`src/rtl/pattern_sequencer.sv`:
```
`default_nettype none
// ============================================================================
//  Module      : pattern_sequencer
//  Description : Multi-channel table-driven pattern sequencer with divider,
//                loop/one-shot modes, pause (en), abort (stop) and restart.
//  Revision    : 1.0 - initial release
// ============================================================================
module pattern_sequencer #(
    parameter int CH    = 2,
    parameter int DEPTH = 16,
    parameter int DIV   = 1,
    localparam int AW   = $clog2(DEPTH)
) (
    input  logic          clk,
    input  logic          reset,
    input  logic          en,
    input  logic          start,
    input  logic          stop,
    input  logic          mode,
    input  logic [AW-1:0] len,
    input  logic          wr_en,
    input  logic [AW-1:0] wr_addr,
    input  logic [CH-1:0] wr_data,
    output logic [CH-1:0] out,
    output logic [AW-1:0] step,
    output logic          busy,
    output logic          done
);

    localparam int            DW       = (DIV > 1) ? $clog2(DIV) : 1;
    localparam logic [DW-1:0] DIV_LAST = DW'(DIV - 1);
    localparam logic [AW-1:0] LAST_IDX = AW'(DEPTH - 1);

    typedef enum logic [0:0] {
        IDLE = 1'b0,
        RUN  = 1'b1
    } state_t;

    state_t        state_q, state_d;
    logic [AW-1:0] step_q, step_d;
    logic [DW-1:0] div_cnt_q, div_cnt_d;
    logic [AW-1:0] len_q, len_d;
    logic          mode_q, mode_d;
    logic [CH-1:0] out_q, out_d;
    logic          done_q, done_d;
    logic [CH-1:0] mem_q [DEPTH];

    logic          w_wr_ok;
    logic [AW-1:0] w_len_clamped;

    // Address range checks only exist when the table does not fill the address space
    generate
        if (DEPTH == (1 << AW)) begin : g_pow2
            assign w_wr_ok       = wr_en;
            assign w_len_clamped = len;
        end else begin : g_npow2
            assign w_wr_ok       = wr_en && (wr_addr <= LAST_IDX);
            assign w_len_clamped = (len > LAST_IDX) ? LAST_IDX : len;
        end
    endgenerate

    function automatic logic [CH-1:0] entry(input logic [AW-1:0] a);
        entry = (w_wr_ok && (wr_addr == a)) ? wr_data : mem_q[a];
    endfunction

    always_comb begin
        state_d   = state_q;
        step_d    = step_q;
        div_cnt_d = div_cnt_q;
        len_d     = len_q;
        mode_d    = mode_q;
        out_d     = out_q;
        done_d    = 1'b0;

        if (stop) begin
            state_d   = IDLE;
            step_d    = '0;
            div_cnt_d = '0;
            out_d     = '0;
        end else if (start) begin
            state_d   = RUN;
            step_d    = '0;
            div_cnt_d = '0;
            out_d     = entry('0);
            len_d     = w_len_clamped;
            mode_d    = mode;
        end else if ((state_q == RUN) && en) begin
            if (div_cnt_q != DIV_LAST) begin
                div_cnt_d = div_cnt_q + DW'(1);
            end else begin
                div_cnt_d = '0;
                if (step_q < len_q) begin
                    step_d = step_q + AW'(1);
                    out_d  = entry(step_q + AW'(1));
                end else if (!mode_q) begin
                    step_d = '0;
                    out_d  = entry('0);
                end else begin
                    state_d = IDLE;
                    step_d  = '0;
                    out_d   = '0;
                    done_d  = 1'b1;
                end
            end
        end
    end

    always_ff @(posedge clk) begin
        if (reset) begin
            state_q   <= IDLE;
            step_q    <= '0;
            div_cnt_q <= '0;
            len_q     <= '0;
            mode_q    <= 1'b0;
            out_q     <= '0;
            done_q    <= 1'b0;
            for (int i = 0; i < DEPTH; i++) begin
                mem_q[i] <= '0;
            end
        end else begin
            state_q   <= state_d;
            step_q    <= step_d;
            div_cnt_q <= div_cnt_d;
            len_q     <= len_d;
            mode_q    <= mode_d;
            out_q     <= out_d;
            done_q    <= done_d;
            if (w_wr_ok) begin
                mem_q[wr_addr] <= wr_data;
            end
        end
    end

    assign out  = out_q;
    assign step = step_q;
    assign busy = (state_q == RUN);
    assign done = done_q;

endmodule
`default_nettype wire

```
`config.mk`:
```
export PLATFORM = sky130hd
export DESIGN_NAME = pattern_sequencer
export DESIGN_NICKNAME = d
export VERILOG_FILES = /design/src/rtl/pattern_sequencer.sv
export SDC_FILE = /design/constraint.sdc
export NUM_CORES = 1
export LEC_CHECK = 0
export CORE_MARGIN = 1
export CORE_UTILIZATION = 45
export CTS_CLUSTER_DIAMETER = 30
export DETAILED_ROUTE_END_ITERATION = 8
export GPL_TIMING_DRIVEN = 0
export MAX_ROUTING_LAYER = met4
export PLACE_DENSITY = 0.69
export SLEW_MARGIN = 10
export SYNTH_ARGS = -nofsm -noshare
export SYNTH_HDL_FRONTEND = slang
export SYNTH_SLANG_ARGS = --single-unit
```
`constraint.sdc`:
```
create_clock -name clk -period 2.25 [get_ports clk]
set_input_delay 0.675 -clock clk [delete_from_list [all_inputs] [get_ports clk]]
set_output_delay 0.675 -clock clk [all_outputs]
set_load 0.05 [all_outputs]
```
Word-level counts from Yosys, hierarchy flattened --
Memories as Yosys holds them, arrays and structs flattened. Index checks and enable logic that the tools add are counted.
Storage, ports and cells: flip-flop bits (word level) 14, bits in writable memories 32, output and inout bits 8, logic and storage cells 54, memories 1
Memory list:
- mem_q | words 16, width 2, rd ports 2, clocked after memory_dff 0, wr ports 16, RTL line 46 | logic [CH-1:0] mem_q [DEPTH];
Cells by class: add/subtract/negate cells 2, order comparisons 1, equality and inequality tests 3, mux-type cells 23, bitwise operators 3, reductions and logical operators 14
Operators by type and width (number):
- 2-bit 2-to-1 mux | 8
- 1-bit 2-to-1 mux | 13
- 4-bit 2-to-1 mux | 2
- 2-bit AND reduction | 3
- 6-bit OR reduction | 1
- 4-bit by 1-bit adder with 4-bit output (second input constant) | 1
- 4-bit equality test | 1
- 4-bit zero test | 1
- 4-bit less-than comparator | 1
- 2-bit != test (second input constant) | 2
- 4-bit AND reduction | 1
- 2-bit nonzero test | 2
- 2-bit OR reduction | 2
- 1-bit logical AND | 3
- 1-bit inverter | 3
- 3-bit OR reduction | 1
- 1-bit adder (second input constant) | 1

Longest topological paths before layout --
Gate-level depths: netlist (run 1).
depth in word-level cells 8, mapped depth 7

Worst setup path after synthesis (run 1) --
Ideal clock, no wire load.
path kind reg2reg, from register step_q[0] (netlist: step[0]), to register out_q[0] (netlist: out[0]), arrival 2.046 ns, required time 2.124 ns, slack 0.078 ns, cell stages (with the launch flop) 8, period minus slack after synthesis 2.172 ns, cells stage by stage dfxtp_1 -> ha_1 -> buf_2 -> mux4_1 -> mux2i_1 -> mux2i_1 -> mux2i_1 -> o22ai_1
On the way: word-level cells in the longest chain between the ends 8
RTL lines:
- start: declaration | RTL line 40 | logic [AW-1:0] step_q, step_d;
- start signal: assignment | RTL line 122 | step_q <= step_d;
- branches (longest 4 deep; another with 4-bit by 1-bit adder with 4-bit output)
- 2-bit 2-to-1 mux (*) | RTL line 92 | if (step_q < len_q) begin
- 2-bit 2-to-1 mux (*) | RTL line 88 | if (div_cnt_q != DIV_LAST) begin
- 2-bit 2-to-1 mux (*) | RTL line 87 | end else if ((state_q == RUN) && en) begin
- 2-bit 2-to-1 mux (*) | RTL line 80 | end else if (start) begin
- end signal: assignment | RTL line 126 | out_q <= out_d;
- end: declaration | RTL line 44 | logic [CH-1:0] out_q, out_d;
Mark *: on every way between the ends. The select of a mux whose other input is x is not followed. A chain may end at the register's enable or synchronous reset.

Worst setup path in the final report (run 1) --
Ends and elaborated chain as after synthesis.

==> key figures, run 1 <==
Pwr
  – Switching power total: 418.2 uW
  – PnR Total Power: 1761 uW
  – Part of the power in the clock network: 36.6%
  – Peak supply drop: 0.2930 mV
  – Pwr per Cell Area: 607.4 nW/um^2
  – Comb pwr share: 10.2%
  – Lkg Pwr: 0.001100 uW
  – Cell internal power dissipation: 1343 uW
  – Reg power frac: 53.2%
  – Switching part of the total power: 23.75%

Clocking
  – CTS clock-pin slew for the worst setup and hold paths: 0.09 ns
  – H-tree Lvls: 2
  – Num CTS Buffers: 5
  – Clock insertion delay at the later pin of the skew report: 0.31 ns
  – Root buffer cell: sky130_fd_sc_hd__clkbuf_8
  – CTS tree: done
  – Buffers from clock root to sink, at most: 2
  – Clock sink total: 45

Synth
  – Post-synthesis xor/xnor area fraction: 3.473%
  – Warnings from Yosys: 0
  – Proportion of synthesized flip-flops having asynchronous set or reset: 0%
  – Mean instance size in the synthesized netlist: 11.25 um^2
  – Simple logic cell fraction of the synthesized area: 23.91%
  – Library cells used by synthesis: 38
  – Largest family of logic cells by synthesized area: simple AND/OR/NAND/NOR gates
  – Total nets after synthesis: 242
  – Mux share of post-synthesis cell area: 13.79%
  – Number of flip-flops and latches in the synthesized netlist: 45
  – Number of enable flip-flop cells after synthesis: 32
  – Top flip-flop cell by instance count after synthesis: sky130_fd_sc_hd__edfxtp_1
  – Syn Std Cell Area: 2486 um^2
  – Synth Area in Compound Gates: 5.033%
  – Sequential area share after synthesis: 49.12%
  – Area share of fa/ha/maj cells after synthesis: 2.013%
  – Synth Instances: 221

Setup path
  – Endpoint required time on the critical path: 2.44 ns
  – Slowest stage delay, CP: 0.62 ns
  – Critical Path End Type: register
  – CP most frequent cell: sky130_fd_sc_hd__mux2i_1
  – Crit path kind: register to register
  – Data arrival time of the critical path: 2.37 ns
  – Launch point of the worst reg-to-reg path: step[0]$_SDFFE_PP0P_
  – CP cell instances: ha_1, buf_2, mux4_1, mux2i_1, mux2i_1, mux2i_1, o22ai_1
  – CP max-delay cell: sky130_fd_sc_hd__mux4_1
  – Total stage count of the critical path: 7
  – First element of the critical path: step[0]$_SDFFE_PP0P_
  – Destination of the worst register-to-register timing path: out[0]$_SDFFE_PP0P_
  – Setup crit start kind: register
  – Depth of the worst register-to-register path: 7
  – Max FO, Critical Path: 10
  – Critical path buffers and inverters: 1
  – Family with the most delay on the worst path: multiplexers
  – Worst-case register-to-register setup slack: 0.07 ns

Finish
  – Fraction of layout cells with a size suffix above 1: 12.40%
  – Commonest non-fill, non-tap cell in the layout: sky130_fd_sc_hd__edfxtp_1
  – Syn-to-layout area delta: 16.61%
  – Total number of nets in the final design: 270
  – Antenna cell count: 0
  – Finished layout cell area: 2899 um^2
  – Commonest cells after routing, fill and taps aside: sky130_fd_sc_hd__edfxtp_1, sky130_fd_sc_hd__and2_1, sky130_fd_sc_hd__nor2_1

STA
  – Setup clock skew after layout: 0.009288 ns
  – Period utilisation layout: 96.97%
  – Setup violation total in the final timing report: 0
  – Pins over their slew limit: 0
  – Max Fclk: 458.3 MHz
  – Rel. slew slack: 60.91%
  – Shortest period the worst path allows: 2.182 ns
  – Measured slew at the worst slew-check pin: 0.5842 ns
  – Minimum hold slack: 0.5111 ns
  – Sum of negative setup slack: 0 ns
  – Hold Violations, Final: 0
  – RSZ-0062 raised after global routing: no

Global routing
  – Global-route wire length before repair: 8252 um
  – Initial antenna violation count: 0
  – Global-route total usage across every layer: 18.83%
  – Largest net degree at the start of global routing: 17
  – Vias in the first global route: 1687
  – Grt total ovfl: 0

Worst hold path
  – Number of stages on the worst hold path: 2
  – Hold path startpoint: mode_q$_SDFFE_PP0P_
  – Worst Hold Class: register to register
  – Terminating pin of the worst hold path: done$_SDFF_PP0_

Route
  – Drt pass-1 iters: 4
  – DRT Wirelength: 4924 um
  – DRC marker count from the first detailed-route iteration: 62
  – Mean number of vias per cell: 5.294
  – Total vias in the final route: 1694
  – Final routed DRC violation total: 0
  – Post-route ant nets: 0
  – Average wire per cell in the routed design: 15.39 um

Floorplan
  – IO Count: 25
  – Area of the core region: 5205 um^2
  – Starting Density: 47.76%
  – Die boundary width: 76.33 um
  – Die height: 76.33 um
  – Die Area: 5826 um^2
  – Floorplan row count: 26

Run
  – Max-cap violation count: 0

Place
  – Final weighted congestion in routability-driven placement: 0.7369
  – Post-DP HPWL: 3580 um
  – Input/output buffers: 21
  – Total cell area at the placement stage: 2784 um^2

Run status
  – Run status: complete, no violations
cells in the mapped netlist, types with 2 or more instances:
| library cell | n | area (um^2) |
|---|---|---|
| sky130_fd_sc_hd__a21oi_1 | 8 | 40.04 |
| sky130_fd_sc_hd__nand3_1 | 7 | 35.03 |
| sky130_fd_sc_hd__mux4_1 | 8 | 210.2 |
| sky130_fd_sc_hd__or3_1 | 2 | 12.51 |
| sky130_fd_sc_hd__clkbuf_1 | 7 | 26.28 |
| sky130_fd_sc_hd__ha_1 | 4 | 50.05 |
| sky130_fd_sc_hd__inv_1 | 5 | 18.77 |
| sky130_fd_sc_hd__nand2_1 | 9 | 33.78 |
| sky130_fd_sc_hd__edfxtp_1 | 32 | 960.9 |
| sky130_fd_sc_hd__dfxtp_1 | 13 | 260.3 |
| sky130_fd_sc_hd__and3_1 | 4 | 25.02 |
| sky130_fd_sc_hd__or2_2 | 15 | 93.84 |
| sky130_fd_sc_hd__nand4b_1 | 2 | 17.52 |
| sky130_fd_sc_hd__nand2b_1 | 6 | 37.54 |
| sky130_fd_sc_hd__nor2_1 | 28 | 105.1 |
| sky130_fd_sc_hd__mux2i_1 | 11 | 110.1 |
| sky130_fd_sc_hd__o22ai_1 | 2 | 12.51 |
| sky130_fd_sc_hd__o21ai_0 | 2 | 10.01 |
| sky130_fd_sc_hd__and2_1 | 29 | 181.4 |
| sky130_fd_sc_hd__o211ai_1 | 2 | 15.01 |
| sky130_fd_sc_hd__buf_2 | 2 | 10.01 |
| sky130_fd_sc_hd__xor2_1 | 3 | 26.28 |
| sky130_fd_sc_hd__nor3_1 | 4 | 20.02 |
| sky130_fd_sc_hd__mux2_2 | 2 | 22.52 |
layout make-up:
type,instances,area (um^2)
clock buffer,5,68.82
fill,466,2306
buffer,10,47.55
tap,70,87.58
clock inverter,3,47.55
multi-input combinational,161,1199
sequential,45,1221
inverter,5,18.77
timing repair buffer,21,209.0
metal layers:
metal / part of all wire (%) / vias to the layer above / GRT usage [%]
met5: 0 / - / -
met4: 1.4 / 0 / 5.192
met3: 4.8 / 6 / 4.192
met2: 50 / 44 / 32.16
met1: 44 / 799 / 22.36
li1: - / 845 / -
power by group through the flow:
stage	combinational (uW)	sequential, uW	clock, uW
2_1_floorplan	105	959	0
3_3_place_gp	178	956	0
3_5_place_dp	179	957	0
4_1_cts	180	937	655
5_1_grt	196	942	691
6_report	179	936	645
worst min-delay path: stages (launching register included):
cell and delay [ns]:
sky130_fd_sc_hd__dfxtp_1 0.32, sky130_fd_sc_hd__inv_1 0.09, sky130_fd_sc_hd__nor4_1 0.06
logic make-up (layout without fill, tap and decap cells):
family,after synthesis,in the layout
fa+ha+maj,4,4
mux,21,21
buf+inv,15,44
simple gates,110,110
compound gates,20,20
flops,45,45
xor+xnor,6,6
through the flow:
stage / util, % / worst slack [ns] / instances
after floorplan: - / 0.07799 / 221
after CTS: 55.65 / 0.02030 / 320
after detailed placement: 53.49 / -0.1231 / 312
final: 55.70 / 0.06810 / 320
after global routing: 55.70 / 0.005529 / 320
after global placement: 53.49 / -0.1076 / 312
flip-flops by register name (all words and copies together), names as in the netlist:
register and count:
out 2, len_q 4, busy 1, mode_q 1
mem_q 32, step 4, done 1
timing repair:
| item | in CTS | in global routing |
|---|---|---|
| gates resized for setup | 3 | 1 |
| hold buffers | 0 | 0 |
| endpoints found under the setup margin | 3 | 1 |
| cloned | 0 | 0 |
| setup buffers | 0 | 0 |
worst max-delay path by stage:
stage                                     end
after floorplan           out[0]$_SDFFE_PP0P_
after global placement    out[1]$_SDFFE_PP0P_
after detailed placement  out[1]$_SDFFE_PP0P_
after CTS                             step[1]
after global routing      out[1]$_SDFFE_PP0P_
final                     out[0]$_SDFFE_PP0P_
Power figures use the tool's default switching activity.
==> inputs of run 2 (changes only) <==
--- a/config.mk
+++ b/config.mk
@@ -5,13 +5,15 @@
 export SDC_FILE = /design/constraint.sdc
 export NUM_CORES = 1
 export LEC_CHECK = 0
-export CORE_MARGIN = 1
+export CELL_PAD_IN_SITES_DETAIL_PLACEMENT = 1
+export CELL_PAD_IN_SITES_GLOBAL_PLACEMENT = 1
+export CORE_MARGIN = 2
 export CORE_UTILIZATION = 45
 export CTS_CLUSTER_DIAMETER = 30
 export DETAILED_ROUTE_END_ITERATION = 8
 export GPL_TIMING_DRIVEN = 0
 export MAX_ROUTING_LAYER = met4
-export PLACE_DENSITY = 0.69
+export PLACE_DENSITY = 0.83
 export SLEW_MARGIN = 10
 export SYNTH_ARGS = -nofsm -noshare
 export SYNTH_HDL_FRONTEND = slang
==> run 2 against run 1 <==
Net effect:
- combinational power increased by 4%
- register-to-register slack better by 0.02 ns
- worst setup slack gained 0.015 ns
- critical endpoint is now out[1]$_SDFFE_PP0P_
- highest routed layer unchanged
==> key figures, run 2 (synthesis gave the netlist of run 1 again) <==
Run status
  – Run status: complete, no violations

Route
  – Post-route ant nets: 0
  – Average wire per cell in the routed design: 17.99 um
  – Mean number of vias per cell: 5.475
  – Drt pass-1 iters: 4
  – Final routed DRC violation total: 0
  – DRC marker count from the first detailed-route iteration: 99
  – Total vias in the final route: 1763
  – DRT Wirelength: 5792 um

Clocking
  – Buffers from clock root to sink, at most: 2
  – H-tree Lvls: 2
  – CTS tree: done
  – Post-CTS setup buffers: 0
  – Num CTS Buffers: 5
  – Clock sink total: 45
  – CTS clock-pin slew for the worst setup and hold paths: 0.09 ns
  – Root buffer cell: sky130_fd_sc_hd__clkbuf_8
  – Clock insertion delay at the later pin of the skew report: 0.30 ns

STA
  – Setup clock skew after layout: 0.007236 ns
  – RSZ-0062 raised after global routing: no
  – Measured slew at the worst slew-check pin: 0.6464 ns
  – Hold Violations, Final: 0
  – Setup violation total in the final timing report: 0
  – Period utilisation layout: 96.29%
  – Shortest period the worst path allows: 2.166 ns
  – Setup WS post-layout: 0.08352 ns
  – Pins over their slew limit: 0
  – Max Fclk: 461.6 MHz
  – Rel. slew slack: 56.75%

Pwr
  – Pwr per Cell Area: 568.9 nW/um^2
  – Part of the power in the clock network: 31.3%
  – Cell internal power dissipation: 1225 uW
  – Reg power frac: 57.3%
  – Lkg Pwr: 0.001082 uW
  – Peak supply drop: 0.3963 mV
  – Switching power total: 412.4 uW
  – Switching part of the total power: 25.19%
  – Comb pwr share: 11.4%

Setup path
  – Crit path kind: register to register
  – Critical path buffers and inverters: 1
  – Data arrival time of the critical path: 2.36 ns
  – CP cell instances: ha_1, buf_4, mux4_1, mux2i_1, mux2i_1, mux2i_1, o22ai_1
  – Slowest stage delay, CP: 0.63 ns
  – Endpoint required time on the critical path: 2.44 ns
  – CP max-delay cell: sky130_fd_sc_hd__mux4_1
  – Setup crit start kind: register
  – Critical Path End Type: register
  – Max FO, Critical Path: 10
  – Family with the most delay on the worst path: multiplexers
  – CP most frequent cell: sky130_fd_sc_hd__mux2i_1

Finish
  – Total area of sequential cells: 1222 um^2
  – Number of cells in the finished layout apart from fillers: 322
  – Utilization after layout: 53.24%
  – Flip-flop count of the largest register after layout: 32
  – Syn-to-layout area delta: 15.75%
  – Largest register by flop count: mem_q
  – Antenna cell count: 0
  – Commonest non-fill, non-tap cell in the layout: sky130_fd_sc_hd__edfxtp_1
  – Total number of nets in the final design: 270
  – Commonest cells after routing, fill and taps aside: sky130_fd_sc_hd__edfxtp_1, sky130_fd_sc_hd__and2_1, sky130_fd_sc_hd__nor2_1
  – Fill count: 610
  – Area of combinational cells with multiple inputs: 1197 um^2
  – Fraction of layout cells with a size suffix above 1: 13.60%

Global routing
  – Grt total ovfl: 0
  – Largest net degree at the start of global routing: 16
  – Global-route wire length before repair: 9349 um
  – Vias in the first global route: 1797
  – Initial antenna violation count: 0
  – Global-route total usage across every layer: 20.87%

Place
  – Worst setup slack after placement: -0.2013 ns
  – Post-DP HPWL: 4307 um
  – Input/output buffers: 21
  – Final weighted congestion in routability-driven placement: 0.7179
  – Placed insts: 314

Floorplan
  – Starting Density: 46.00%
  – Floorplan row count: 27
  – Die Area: 6136 um^2
  – Die height: 78.33 um
  – Die boundary width: 78.33 um
  – IO Count: 25
  – Area of the core region: 5405 um^2

Worst hold path
  – Worst Hold Class: register to register

Run
  – Max-cap violation count: 0
[run 2: changes by cell type in the layout (fill, tap and decap cells not counted), sizes merged]
cell	previous run	this run
clkinvlp	0	1
bufinv	1	0
clkinv	0	1
inv	7	6
[run 2: area by class of cell]
type | instances | share of cell area, %
sequential | 45 | 42.48
multi-input combinational | 161 | 41.61
timing repair buffer | 21 | 7.261
tap | 72 | 3.130
clock buffer | 5 | 2.391
buffer | 10 | 1.739
clock inverter | 3 | 0.7391
inverter | 5 | 0.6522
[run 2: worst reg2reg max path, delay by kind of cell (launching register included)]
kind,cells,cell delay [ns]
buf+inv,1,0.20
fa+ha+maj,1,0.29
flops,1,0.37
compound gates,1,0.09
mux,4,1.11
[run 2: path summary, 6_finish.rpt]
| check | startpoint | end | slack [ns] | depth (start not counted) |
|---|---|---|---|---|
| max | step[0]$_SDFFE_PP0P_ | out[1]$_SDFFE_PP0P_ | 0.08 | 7 |
| max reg2reg | step[0]$_SDFFE_PP0P_ | out[1]$_SDFFE_PP0P_ | 0.08 | 7 |
| min reg2reg | mode_q$_SDFFE_PP0P_ | done$_SDFF_PP0_ | 0.51 | 2 |
| min | mode_q$_SDFFE_PP0P_ | done$_SDFF_PP0_ | 0.51 | 2 |
[run 2: timing repair]
item | in CTS | in global routing
endpoints found under the setup margin | 5 | 3
hold buffers | 0 | 0
gates resized for setup | 4 | 4
[run 2: metrics by stage]
step                      power, uW  setup TNS [ns]  hold WS [ns]  cell area [um^2]
final                          1637               0        0.5127              2878
after floorplan                1063               0        0.4599              2486
after CTS                      1650               0        0.5107              2875
after detailed placement       1143          -1.514        0.4938              2786
after global placement         1133         -0.6375        0.4806              2786
after global routing           1702               0        0.5610              2878
[run 2: per-layer routing]
layer / wire (um) / track usage (%) / vias to the layer above
li1: - / - / 849
met1: 2504 / 24.83 / 869
met2: 3028 / 36.47 / 37
met3: 191 / 3.908 / 8
met4: 66 / 5.789 / 0
met5: 0 / - / -
[run 2: power by group through the flow]
stage	logic (uW)	clock network, uW	registers (uW)
after global placement	178	0	955
final	187	512	938
after global routing	204	557	942
after floorplan	105	0	959
after CTS	187	525	938
after detailed placement	186	0	957
==> inputs of run 3 (changes only) <==
--- a/config.mk
+++ b/config.mk
@@ -9,6 +9,7 @@
 export CELL_PAD_IN_SITES_GLOBAL_PLACEMENT = 1
 export CORE_MARGIN = 2
 export CORE_UTILIZATION = 45
+export CTS_BUF_LIST = sky130_fd_sc_hd__clkbuf_16
 export CTS_CLUSTER_DIAMETER = 30
 export DETAILED_ROUTE_END_ITERATION = 8
 export GPL_TIMING_DRIVEN = 0
==> run 3 against run 2 <==
Net effect:
- global-route usage up 2.1 points
- first-iteration DRC count is 23% lower
- highest routed layer unchanged
- critical path type unchanged
- via count is essentially flat
==> key figures, run 3 (synthesis gave the netlist of run 1 again) <==
Setup path
  – Launch point of the worst reg-to-reg path: step[0]$_SDFFE_PP0P_
  – Family with the most delay on the worst path: multiplexers
  – Critical path buffers and inverters: 1
  – Data arrival time of the critical path: 2.34 ns
  – Crit path kind: register to register
  – Destination of the worst register-to-register timing path: out[1]$_SDFFE_PP0P_
  – CP cell instances: ha_1, buf_4, mux4_1, mux2i_1, mux2i_1, mux2i_1, o22ai_1
  – Max FO, Critical Path: 10
  – Endpoint required time on the critical path: 2.43 ns
  – Slowest stage delay, CP: 0.61 ns
  – Critical Path End Type: register
  – CP max-delay cell: sky130_fd_sc_hd__mux4_1
  – Setup crit start kind: register
  – CP most frequent cell: sky130_fd_sc_hd__mux2i_1
  – Depth of the worst register-to-register path: 7
  – Worst-case register-to-register setup slack: 0.09 ns

Route
  – Highest metal layer with signal wires: met4
  – Total vias in the final route: 1762
  – Mean number of vias per cell: 5.472
  – Final routed DRC violation total: 0
  – DRC marker count from the first detailed-route iteration: 76
  – Post-route ant nets: 0
  – Drt pass-1 iters: 5
  – Average wire per cell in the routed design: 19.53 um
  – WL met1: 2767 um
  – Met3 wire len: 169 um
  – Sum of met2 wire segment lengths after detailed routing: 3249 um
  – DRT Wirelength: 6289 um

STA
  – Rel. slew slack: 57.40%
  – Shortest period the worst path allows: 2.157 ns
  – RSZ-0062 raised after global routing: no
  – Max Fclk: 463.5 MHz
  – Setup clock skew after layout: 0.004657 ns
  – Hold Violations, Final: 0
  – Pins over their slew limit: 0
  – Setup violation total in the final timing report: 0
  – Sum of negative setup slack: 0 ns
  – Measured slew at the worst slew-check pin: 0.6366 ns
  – Period utilisation layout: 95.88%

Finish
  – Total number of nets in the final design: 270
  – Syn-to-layout area delta: 18.12%
  – Fraction of layout cells with a size suffix above 1: 13.60%
  – Number of cells in the finished layout apart from fillers: 322
  – Largest register by flop count: mem_q
  – Commonest non-fill, non-tap cell in the layout: sky130_fd_sc_hd__edfxtp_1
  – Flip-flop count of the largest register after layout: 32
  – Commonest cells after routing, fill and taps aside: sky130_fd_sc_hd__edfxtp_1, sky130_fd_sc_hd__and2_1, sky130_fd_sc_hd__nor2_1
  – Antenna cell count: 0

Worst hold path
  – Terminating pin of the worst hold path: done$_SDFF_PP0_
  – Hold path startpoint: mode_q$_SDFFE_PP0P_
  – Number of stages on the worst hold path: 2
  – Worst Hold Class: register to register

Floorplan
  – IO Count: 25
  – Die height: 78.33 um
  – Floorplan row count: 27
  – Die boundary width: 78.33 um
  – Starting Density: 46.00%
  – Die Area: 6136 um^2
  – Area of the core region: 5405 um^2

Clocking
  – CTS clock-pin slew for the worst setup and hold paths: 0.07 ns
  – Post-CTS setup buffers: 0
  – CTS tree: done
  – Clock insertion delay at the later pin of the skew report: 0.29 ns
  – Root buffer cell: sky130_fd_sc_hd__clkbuf_16
  – Hold buffer count at CTS: 0
  – Buffers from clock root to sink, at most: 2
  – Num CTS Buffers: 5
  – Clock sink total: 45
  – H-tree Lvls: 2

Pwr
  – Lkg Pwr: 0.001117 uW
  – Pwr per Cell Area: 640.4 nW/um^2
  – Peak supply drop: 0.4346 mV

Run
  – Max-cap violation count: 0

Global routing
  – Largest net degree at the start of global routing: 16
  – Initial antenna violation count: 0
  – Grt total ovfl: 0
  – Vias in the first global route: 1864
  – Global-route total usage across every layer: 22.94%
  – Global-route wire length before repair: 10040 um

Run status
  – Run status: complete, no violations

Place
  – Post-DP HPWL: 4307 um
  – Input/output buffers: 21
  – Placed insts: 314
  – Final weighted congestion in routability-driven placement: 0.7179
[run 3: cell count changes in the layout (fill, tap and decap cells not counted), sizes merged]
cell and change:
clkdlybuf4s50 -1, dlymetal6s2s +1
[run 3: routing by layer]
metal | vias to the layer above | GRT usage (%)
met4 | 0 | 7.895
met3 | 9 | 5.057
met1 | 885 | 27.28
li1 | 844 | -
met5 | - | -
met2 | 24 | 38.79
[run 3: cell type report]
class,count,area [um^2]
Clock inverter,3,21.27
Clock buffer,5,125.1
Sequential cell,45,1222
Multi-Input combinational cell,161,1197
Tap cell,72,90.09
Buffer,10,50.05
Fill cell,609,2469
Timing Repair Buffer,21,211.5
Inverter,5,18.77
[run 3: power by group]
group          switching (uW)  total (uW)  leakage [uW]  internal [uW]
clock                     338         752     0.0000702            414
combinational             109         188      0.000636           79.4
sequential               14.6         940      0.000411            926
[run 3: worst max path at each step]
stage	start	to	slack, ns	cells past startpoint
2_1_floorplan	step[0]$_SDFFE_PP0P_	out[0]$_SDFFE_PP0P_	0.08	7
3_3_place_gp	wr_addr[1]	out[1]$_SDFFE_PP0P_	-0.14	6
3_5_place_dp	wr_addr[1]	out[0]$_SDFFE_PP0P_	-0.20	6
4_1_cts	step[0]$_SDFFE_PP0P_	out[0]$_SDFFE_PP0P_	0.01	7
5_1_grt	wr_addr[0]	out[0]$_SDFFE_PP0P_	0.01	6
6_report	step[0]$_SDFFE_PP0P_	out[1]$_SDFFE_PP0P_	0.09	7
[run 3: per-stage QoR]
step                      utilization [%]  hold WS (ns)  cell area (um^2)  power, uW  worst slack, ns
after floorplan                         -        0.4599              2486       1063          0.07799
after global placement              51.55        0.4806              2786       1133          -0.1395
after detailed placement            51.55        0.4938              2786       1143          -0.2013
after CTS                           54.24        0.5079              2932       1885          0.01209
after global routing                54.33        0.5674              2937       1941          0.01285
final                               54.33        0.5096              2937       1881          0.09268
[run 3: tightest hold or removal path: cells and delay by family, from the launching register on]
family | cells | cell delay (ns)
buffers and inverters | 1 | 0.09
flip-flops | 1 | 0.32
AND/OR/NAND/NOR | 1 | 0.06
[run 3: repair_timing]
action                     4_1_cts  5_1_grt
hold endpoints to repair         0        0
setup endpoints to repair        5        3
pin swaps                        0        0
gates resized for setup          4        5
